**src/rtl/prbs_seq_ctrl.sv**
```systemverilog
// ---------------------------------------------------------------------------
// prbs_seq_ctrl
//
// Sequences one burst of an external PRBS generator: a preamble made of
// cfg_n repetitions of the 32-bit cfg_word, followed by cfg_len LFSR payload
// bytes. The controller latches the configuration, holds the generator in
// reset for one LOAD cycle so it picks up the new seed, then releases it and
// flags every byte the generator produces until the burst total is reached.
//
// Ports
//   CLK         rising-edge clock for every register
//   RST         synchronous, active-high reset
//   start       one-cycle burst request, only looked at in IDLE
//   abort       cancels a burst that is in LOAD or RUN
//   cfg_word    preamble word; bits [14:0] also seed the LFSR
//   cfg_n       number of preamble word repetitions (0 is rejected)
//   cfg_len     number of payload bytes after the preamble (0 is legal)
//   prbs_byte   registered byte coming back from the generator
//   prbs_rstn   registered active-low reset to the generator
//   prbs_in     latched cfg_word driven to the generator
//   prbs_n      latched cfg_n driven to the generator
//   data_out    prbs_byte passed straight through
//   data_valid  data_out carries a burst byte
//   preamble    the valid byte belongs to the preamble
//   busy        controller is anywhere but IDLE
//   done        one-cycle pulse on normal burst completion
//   err         one-cycle pulse when a start is rejected
// ---------------------------------------------------------------------------
module prbs_seq_ctrl #(
    parameter int LEN_W = 16
) (
    input  logic             CLK,
    input  logic             RST,
    input  logic             start,
    input  logic             abort,
    input  logic [31:0]      cfg_word,
    input  logic [7:0]       cfg_n,
    input  logic [LEN_W-1:0] cfg_len,
    input  logic [7:0]       prbs_byte,
    output logic             prbs_rstn,
    output logic [31:0]      prbs_in,
    output logic [7:0]       prbs_n,
    output logic [7:0]       data_out,
    output logic             data_valid,
    output logic             preamble,
    output logic             busy,
    output logic             done,
    output logic             err
);

    // The byte counter must hold 4*255 (10 bits) plus the largest payload
    // length without wrapping, so it is one bit wider than the larger of the
    // two operands.
    localparam int CNT_W = ((LEN_W > 10) ? LEN_W : 10) + 1;

    typedef enum logic [1:0] {
        IDLE = 2'd0,
        LOAD = 2'd1,
        RUN  = 2'd2,
        DONE = 2'd3
    } state_t;

    state_t             state_q,    state_d;
    logic [CNT_W-1:0]   cnt_q,      cnt_d;
    logic [CNT_W-1:0]   total_q,    total_d;
    logic [CNT_W-1:0]   pre_q,      pre_d;
    logic [31:0]        prbs_in_q,  prbs_in_d;
    logic [7:0]         prbs_n_q,   prbs_n_d;
    logic               rstn_q,     rstn_d;
    logic               valid_q,    valid_d;
    logic               preamble_q, preamble_d;
    logic               done_q,     done_d;
    logic               err_q,      err_d;
    logic               cfg_ok;

    // A repetition count of zero would look like 256 repetitions to the
    // generator, and an all-zero seed locks the LFSR, so both are refused.
    assign cfg_ok = (cfg_n != 8'd0) && (cfg_word[14:0] != 15'd0);

    // Next-state and next-output logic. Every output is computed here one
    // cycle ahead and registered below. In RUN, cnt_q counts the valid bytes
    // already flagged: while it is below the total we flag one more byte,
    // and once it equals the total the burst ends. The generator only starts
    // producing bytes one cycle after its reset is released, which is why the
    // first RUN cycle (cnt_q still 0 with data_valid low) lines up with the
    // first preamble byte appearing on the following cycle. Abort is checked
    // before the end-of-burst test so that it suppresses done.
    always_comb begin
        state_d    = state_q;
        cnt_d      = cnt_q;
        total_d    = total_q;
        pre_d      = pre_q;
        prbs_in_d  = prbs_in_q;
        prbs_n_d   = prbs_n_q;
        rstn_d     = 1'b0;
        valid_d    = 1'b0;
        preamble_d = 1'b0;
        done_d     = 1'b0;
        err_d      = 1'b0;

        case (state_q)
            IDLE: begin
                if (start) begin
                    if (cfg_ok) begin
                        prbs_in_d = cfg_word;
                        prbs_n_d  = cfg_n;
                        pre_d     = CNT_W'({cfg_n, 2'b00});
                        total_d   = CNT_W'({cfg_n, 2'b00}) + CNT_W'(cfg_len);
                        cnt_d     = '0;
                        state_d   = LOAD;
                    end else begin
                        err_d = 1'b1;
                    end
                end
            end
            LOAD: begin
                if (abort) begin
                    state_d = IDLE;
                end else begin
                    rstn_d  = 1'b1;
                    state_d = RUN;
                end
            end
            RUN: begin
                if (abort) begin
                    state_d = IDLE;
                end else if (cnt_q == total_q) begin
                    done_d  = 1'b1;
                    state_d = DONE;
                end else begin
                    rstn_d     = 1'b1;
                    valid_d    = 1'b1;
                    preamble_d = (cnt_q < pre_q);
                    cnt_d      = cnt_q + CNT_W'(1);
                end
            end
            DONE: begin
                state_d = IDLE;
            end
            default: begin
                state_d = IDLE;
            end
        endcase
    end

    // State and output registers. Reset wins over everything else and
    // returns the controller to IDLE with the generator held in reset.
    always_ff @(posedge CLK) begin
        if (RST) begin
            state_q    <= IDLE;
            cnt_q      <= '0;
            total_q    <= '0;
            pre_q      <= '0;
            prbs_in_q  <= '0;
            prbs_n_q   <= '0;
            rstn_q     <= 1'b0;
            valid_q    <= 1'b0;
            preamble_q <= 1'b0;
            done_q     <= 1'b0;
            err_q      <= 1'b0;
        end else begin
            state_q    <= state_d;
            cnt_q      <= cnt_d;
            total_q    <= total_d;
            pre_q      <= pre_d;
            prbs_in_q  <= prbs_in_d;
            prbs_n_q   <= prbs_n_d;
            rstn_q     <= rstn_d;
            valid_q    <= valid_d;
            preamble_q <= preamble_d;
            done_q     <= done_d;
            err_q      <= err_d;
        end
    end

    assign prbs_rstn  = rstn_q;
    assign prbs_in    = prbs_in_q;
    assign prbs_n     = prbs_n_q;
    assign data_out   = prbs_byte;
    assign data_valid = valid_q;
    assign preamble   = preamble_q;
    assign busy       = (state_q != IDLE);
    assign done       = done_q;
    assign err        = err_q;

endmodule

```
**config.mk**
```make
export PLATFORM = sky130hd
export DESIGN_NAME = prbs_seq_ctrl
export DESIGN_NICKNAME = d
export VERILOG_FILES = /design/src/rtl/prbs_seq_ctrl.sv
export SDC_FILE = /design/constraint.sdc
export NUM_CORES = 1
export LEC_CHECK = 0
export CORE_AREA = 4 4 78 134
export DETAILED_ROUTE_END_ITERATION = 8
export DIE_AREA = 0 0 82 138
export GPL_ROUTABILITY_DRIVEN = 1
export PLACE_DENSITY = 0.73
export SLEW_MARGIN = 10
export SYNTH_ARGS = -nofsm -noshare
export SYNTH_HDL_FRONTEND = slang
export SYNTH_SLANG_ARGS = --single-unit
```
**constraint.sdc**
```tcl
create_clock -name CLK -period 7.1 [get_ports CLK]
set_input_delay 1.775 -clock CLK [delete_from_list [all_inputs] [get_ports CLK]]
set_output_delay 1.775 -clock CLK [all_outputs]
set_load 0.05 [all_outputs]
```
==> results of run 1 <==
[layout make-up]
cell class | instances | area [um2]
fillers | 862 | 3940
multi-input cells | 388 | 2270
flip-flops and latches | 81 | 1620
repair buffers | 108 | 1070
clock buffers | 12 | 256
well taps | 122 | 153
inverters | 16 | 60.1
clock inverters | 3 | 40.0
[metrics by stage]
step | std cells | power (mW) | setup WS [ns] | utilization, %
after floorplan | 519 | 0.697 | 3.38 | -
after global placement | 715 | 0.785 | 2.76 | 55.0
after detailed placement | 715 | 0.790 | 2.73 | 55.0
after CTS | 730 | 1.25 | 3.02 | 58.1
after global routing | 730 | 1.30 | 2.82 | 58.1
final | 730 | 1.24 | 3.01 | 58.1
[kinds of logic after synthesis]
group	after synthesis	share of synthesized area, %
and+or+nand+nor	214	24.9
AOI/OAI and AO/OA	126	17.6
DFF	81	39.2
buffers and inverters	50	5.99
xor gates and xnor gates	27	5.72
adders and majority gates	21	6.54
[state kept, by name (all words and copies together), names as in the netlist]
signal,count
data_valid,1
state_q,2
total_q,17
done,1
err,1
pre_q,8
prbs_in,32
cnt_q,17
prbs_rstn,1
preamble,1
[routing by layer]
layer  GRT usage [%]  vias to the layer above
met4            9.11                        0
met1            21.6                     1790
met2            36.7                       82
met5               0                        -
li1                -                     1957
met3            4.36                       18
[path summary, 6_finish.rpt]
kind / startpoint / to / slack (ns) / cells past startpoint
min: prbs_in[29]$_SDFFE_PP0P_ / prbs_in[29]$_SDFFE_PP0P_ / 0.45 / 2
min reg2reg: prbs_in[29]$_SDFFE_PP0P_ / prbs_in[29]$_SDFFE_PP0P_ / 0.45 / 2
max reg2reg: state_q[0]$_SDFFE_PP0P_ / cnt_q[13]$_SDFFE_PP0P_ / 4.48 / 7
max: cfg_word[9] / total_q[5]$_SDFFE_PP0P_ / 3.01 / 8
[cells in the final DEF, fill, tap and decap left out, types with 7 or more instances in the layout]
cell             count
nor2_1              17
nand2b_1             7
clkbuf_16            9
xor2_1              20
a21oi_1             72
o21ai_0             12
nor4_1              12
inv_1               16
ha_1                20
o21ai_1             12
clkdlybuf4s50_1    104
a211oi_1            10
nand3_1             12
nand2_1            113
xnor2_1              7
dfxtp_1             81
[worst register-to-register path, cell delays in order, from the launching register on]
cell,delay [ns]
dfxtp_1,0.33
inv_1,0.11
ha_1,0.63
nand2b_1,0.17
nand2_1,0.15
o2111ai_2,0.36
or4_1,0.63
a21oi_1,0.15
[report_power, final]
| group | internal, mW | switching, mW |
|---|---|---|
| Sequential | 0.482 | 0.0172 |
| Clock | 0.289 | 0.176 |
| Combinational | 0.108 | 0.172 |
==> metrics.md, run 1 <==
| Metric | Value |
|---|---|
| Status | `completed` |
| Final worst path period share | `57.7%` |
| Worst-path clk slew | `0.06 ns` |
| Critical Path Source Type | `input port` |
| Final Hold Fails | `0` |
| Hold WS | `0.453 ns` |
| CTS Root Cell | `clkbuf_16` |
| Final min period | `4.09 ns` |
| Delay-heaviest family, CP | `simple AND/OR/NAND/NOR gates` |
| Die height | `138 um` |
| #FFs+latches synth | `81` |
| Arrival @ worst endpoint | `4.28 ns` |
| Metal2 WL | `6.15 mm` |
| Slew @ Worst Pin | `0.868 ns` |
| Slew Limit Fails | `0` |
| Setup Fix Bufs, Post-CTS | `0` |
| Clock buffer count from CTS | `9` |
| CTS tree | `done` |
| Synth Flop Type | `dfxtp_1` |
| Post-route ant nets | `0` |
| EDFF count, synth | `0` |
| CP required | `7.28 ns` |
| DP HPWL | `8.20 mm` |
| Die span in x | `82 um` |
| Met3 wire len | `436 um` |
| Mean Syn Cell Area | `7.96 um2` |
| Post-route cell area | `5470 um2` |
| # H-tree levels | `3` |
| Post-synth cell types | `52` |
| Largest cells by area after synthesis | `dfxtp_1, nand2_1, a21oi_1` |
| Most Frequent Cell on Critical Path | `nand4_1` |
| Cell Area, Synth | `4130 um2` |
| N_diodes | `0` |
| Crit path capture type | `register` |
| 1st-iter DRT viols | `140` |
| CP max stage cell | `nand4_1` |
| Number of global-route vias before repair | `3,951` |
| Vias | `3,847` |
| Total routed wirelength | `10.9 mm` |
| Routed len/inst | `14.9 um` |
| TNS Setup | `0 ns` |
| PostCTS Resize Cnt | `0` |
| Grt total ovfl | `0` |
| Max Used Layer | `met4` |
| Residual DRC count | `0` |
| Worst path bufs/invs | `2` |
| Worst Path Max Fanout | `32` |
| IO Count | `122` |
| Site Rows | `47` |
| WL met1 | `4.03 mm` |
| Leak Pwr | `2.09 nW` |
| Area share of the largest cell type after synthesis | `39.2%` |
| Post-Place Cell Area | `5170 um2` |
| Post-CTS Hold Buffers | `0` |
| PD cells | `227 nW/um2` |
| Rel. slew slack | `42.0%` |
| First-pass GRT wire length | `18.3 mm` |
| Initial core utilization | `43.9%` |
| Hold crit path type | `reg2reg` |
| Clk_lat worst skew | `0.33 ns` |
| CP max stage delay | `0.71 ns` |
| Post-synth ARST share | `0%` |
| Yosys warnings | `0` |
| Clk sinks | `81` |
| Placer Congestion | `0.809` |
| Final setup viols | `0` |
| Port Buffers | `105` |
| Layout Skew | `0.00655 ns` |
| Maximum root-to-sink buffer count | `2` |
| Tot GR Track Use | `20.3%` |
| Die Area | `11,300 um2` |
| Critical path class | `in2reg` |
| Pin count of the biggest net entering global routing | `89` |
| Peak supply drop | `0.157 mV` |
| Area grow syn2layout | `32.4%` |
| Share of cells above drive strength 1 | `4.93%` |
| Vias per cell | `5.27` |
| Synthesized instance count | `519` |
| Max Fclk | `244 MHz` |
| Core ar. | `9410 um2` |
| Pre-antenna DRT Iters | `4` |
| Fin nets | `693` |
| Synth area leader | `dfxtp_1` |
| Worst-path cell chain | `clkdlybuf4s50_1 > nor4_1 > nand4_1 > nand4_1 > buf_4 > nor3_1 > a21oi_1 > nor2_1` |
| Post-Syn Nets | `608` |
| Max cap viols | `0` |
| Sequential share of the synthesized area | `39.2%` |
| Commonest cells in the netlist | `nand2_1, dfxtp_1, a21oi_1, clkbuf_1` |
| RSZ-0062 raised after global routing | `false` |
| Initial antenna violation count | `0` |
| Most numerous cell in the Yosys netlist | `nand2_1` |
Note: power is estimated with default switching activity, not from simulation.
==> run 2, diff against run 1 <==
==> constraint.sdc (replaced) <==
create_clock -name CLK -period 4.2 [get_ports CLK]
set_input_delay 1.05 -clock CLK [delete_from_list [all_inputs] [get_ports CLK]]
set_output_delay 1.05 -clock CLK [all_outputs]
set_load 0.05 [all_outputs]
==> run 2 against run 1 <==
  * Global-route usage shrank 0.19 points
  * Non-clock buffer count increased by 3
  * Setup slack got worse by 2.0 ns
  * Cell count increased by 0.41%
  * Critical endpoint is now total_q[12]$_SDFFE_PP0P_
==> metrics.md, run 2 (synthesis results as in run 1) <==
| Metric | Value |
|---|---|
| Status | `completed` |
| Die span in x | `82 um` |
| Initial antenna violation count | `0` |
| N_diodes | `0` |
| Placer Congestion | `0.820` |
| Core ar. | `9410 um2` |
| CP max stage delay | `0.46 ns` |
| Final min period | `3.18 ns` |
| Initial core utilization | `43.9%` |
| Clk_lat worst skew | `0.33 ns` |
| Max Fclk | `315 MHz` |
| Share of cells above drive strength 1 | `5.56%` |
| Post-route cell area | `5580 um2` |
| Die height | `138 um` |
| Tot GR Track Use | `20.1%` |
| Most common cell after layout, fill and taps aside | `nand2_1` |
| Residual DRC count | `0` |
| Setup Fix Bufs, Post-CTS | `0` |
| Area grow syn2layout | `34.9%` |
| Clock buffer count from CTS | `9` |
| Maximum root-to-sink buffer count | `2` |
| Slew @ Worst Pin | `0.997 ns` |
| Max cap viols | `0` |
| Clk sinks | `81` |
| Non-Filler Instances | `733` |
| # H-tree levels | `3` |
| Final worst path period share | `75.7%` |
| DP HPWL | `8.34 mm` |
| Slew Limit Fails | `0` |
| Final Hold Fails | `0` |
| Layout Skew | `0.00690 ns` |
| Port Buffers | `105` |
| PD cells | `409 nW/um2` |
| Max FFs per register | `32` |
| CP required | `4.37 ns` |
| Worst path bufs/invs | `1` |
| Placed cell count | `718` |
| Critical Path Source Type | `input port` |
| First-pass GRT wire length | `18.0 mm` |
| Worst Path Max Fanout | `4` |
| TNS Setup | `0 ns` |
| Vias per cell | `5.35` |
| Crit path capture type | `register` |
| Commonest non-fill, non-tap cells in the layout | `nand2_1, clkdlybuf4s50_1, dfxtp_1` |
| Hold crit path type | `reg2reg` |
| Peak supply drop | `0.364 mV` |
| Arrival @ worst endpoint | `3.35 ns` |
| Fin nets | `696` |
| Die Area | `11,300 um2` |
| Pre-antenna DRT Iters | `5` |
| Area of the multi-input gates | `2270 um2` |
| CTS tree | `done` |
| RSZ-0062 raised after global routing | `false` |
| Rel. slew slack | `33.6%` |
| Post-route ant nets | `0` |
| Pin count of the biggest net entering global routing | `59` |
| CP max stage cell | `clkdlybuf4s50_1` |
| Register Area | `1620 um2` |
| Routed len/inst | `15.0 um` |
| # fillers | `864` |
| PostCTS Resize Cnt | `0` |
| Leak Pwr | `2.13 nW` |
| Post-CTS Hold Buffers | `0` |
| Number of global-route vias before repair | `3,902` |
| Delay-heaviest family, CP | `compound AO/OA/AOI/OAI gates` |
| Grt total ovfl | `0` |
| Total routed wirelength | `11.0 mm` |
| Post-Place Cell Area | `5210 um2` |
| Worst-path cell chain | `clkdlybuf4s50_1 > ha_1 > fa_1 > a21oi_1 > o211ai_1 > o41a_1 > nand3_1 > xor2_1 > a211oi_1` |
| CTS Root Cell | `clkbuf_16` |
| Critical path class | `in2reg` |
| 1st-iter DRT viols | `153` |
| Final setup viols | `0` |
| Vias | `3,921` |
| Site Rows | `47` |
| IO Count | `122` |
| Worst-path clk slew | `0.06 ns` |
run 2: final cells by class:
cell class | instances | share of cell area [%]
multi-input combinational | 388 | 40.7
sequential | 81 | 29.1
timing repair buffer | 111 | 19.8
clock buffer | 10 | 4.29
tap | 122 | 2.74
clock inverter | 5 | 2.29
inverter | 16 | 1.08
run 2: final timing paths:
kind / from / end / slack, ns / depth (start not counted)
setup / recovery: cfg_n[0] / total_q[12]$_SDFFE_PP0P_ / 1.02 / 9
hold reg to reg: prbs_in[26]$_SDFFE_PP0P_ / prbs_in[26]$_SDFFE_PP0P_ / 0.45 / 2
hold / removal: prbs_in[26]$_SDFFE_PP0P_ / prbs_in[26]$_SDFFE_PP0P_ / 0.45 / 2
setup reg to reg: state_q[0]$_SDFFE_PP0P_ / cnt_q[13]$_SDFFE_PP0P_ / 1.65 / 7
run 2: worst min-delay path, cell delays in order, from the launching register on:
cell,delay [ns]
dfxtp_1,0.30
nand2_1,0.05
a21oi_1,0.05
run 2: routing by layer:
layer  up-vias  routed length (um)  track usage [%]  share of wire, %
li1       1968                   -                -                 -
met1      1824                4070             20.9                37
met2        95                6010             36.0                55
met3        34                 414             4.10               3.8
met4         0                 473             10.9               4.3
met5         -                   0                0                 0
run 2: per-stage QoR:
step                      total power [mW]  hold WS [ns]  setup WS [ns]  util, %
after floorplan                       1.18         0.443           1.41        -
after global routing                  2.38         0.469          0.890     59.3
after detailed placement              1.34         0.447          0.703     55.4
after global placement                1.33         0.441          0.735     55.4
final                                 2.28         0.451           1.02     59.3
after CTS                             2.30         0.453           1.03     59.3
run 2: report_power, final:
group / switching [mW] / leakage, nW / total, mW / internal (mW)
Clock: 0.302 / 0.175 / 0.956 / 0.654
Combinational: 0.295 / 1.30 / 0.484 / 0.189
Sequential: 0.0279 / 0.662 / 0.842 / 0.814
Total: 0.625 / 2.13 / 2.28 / 1.66
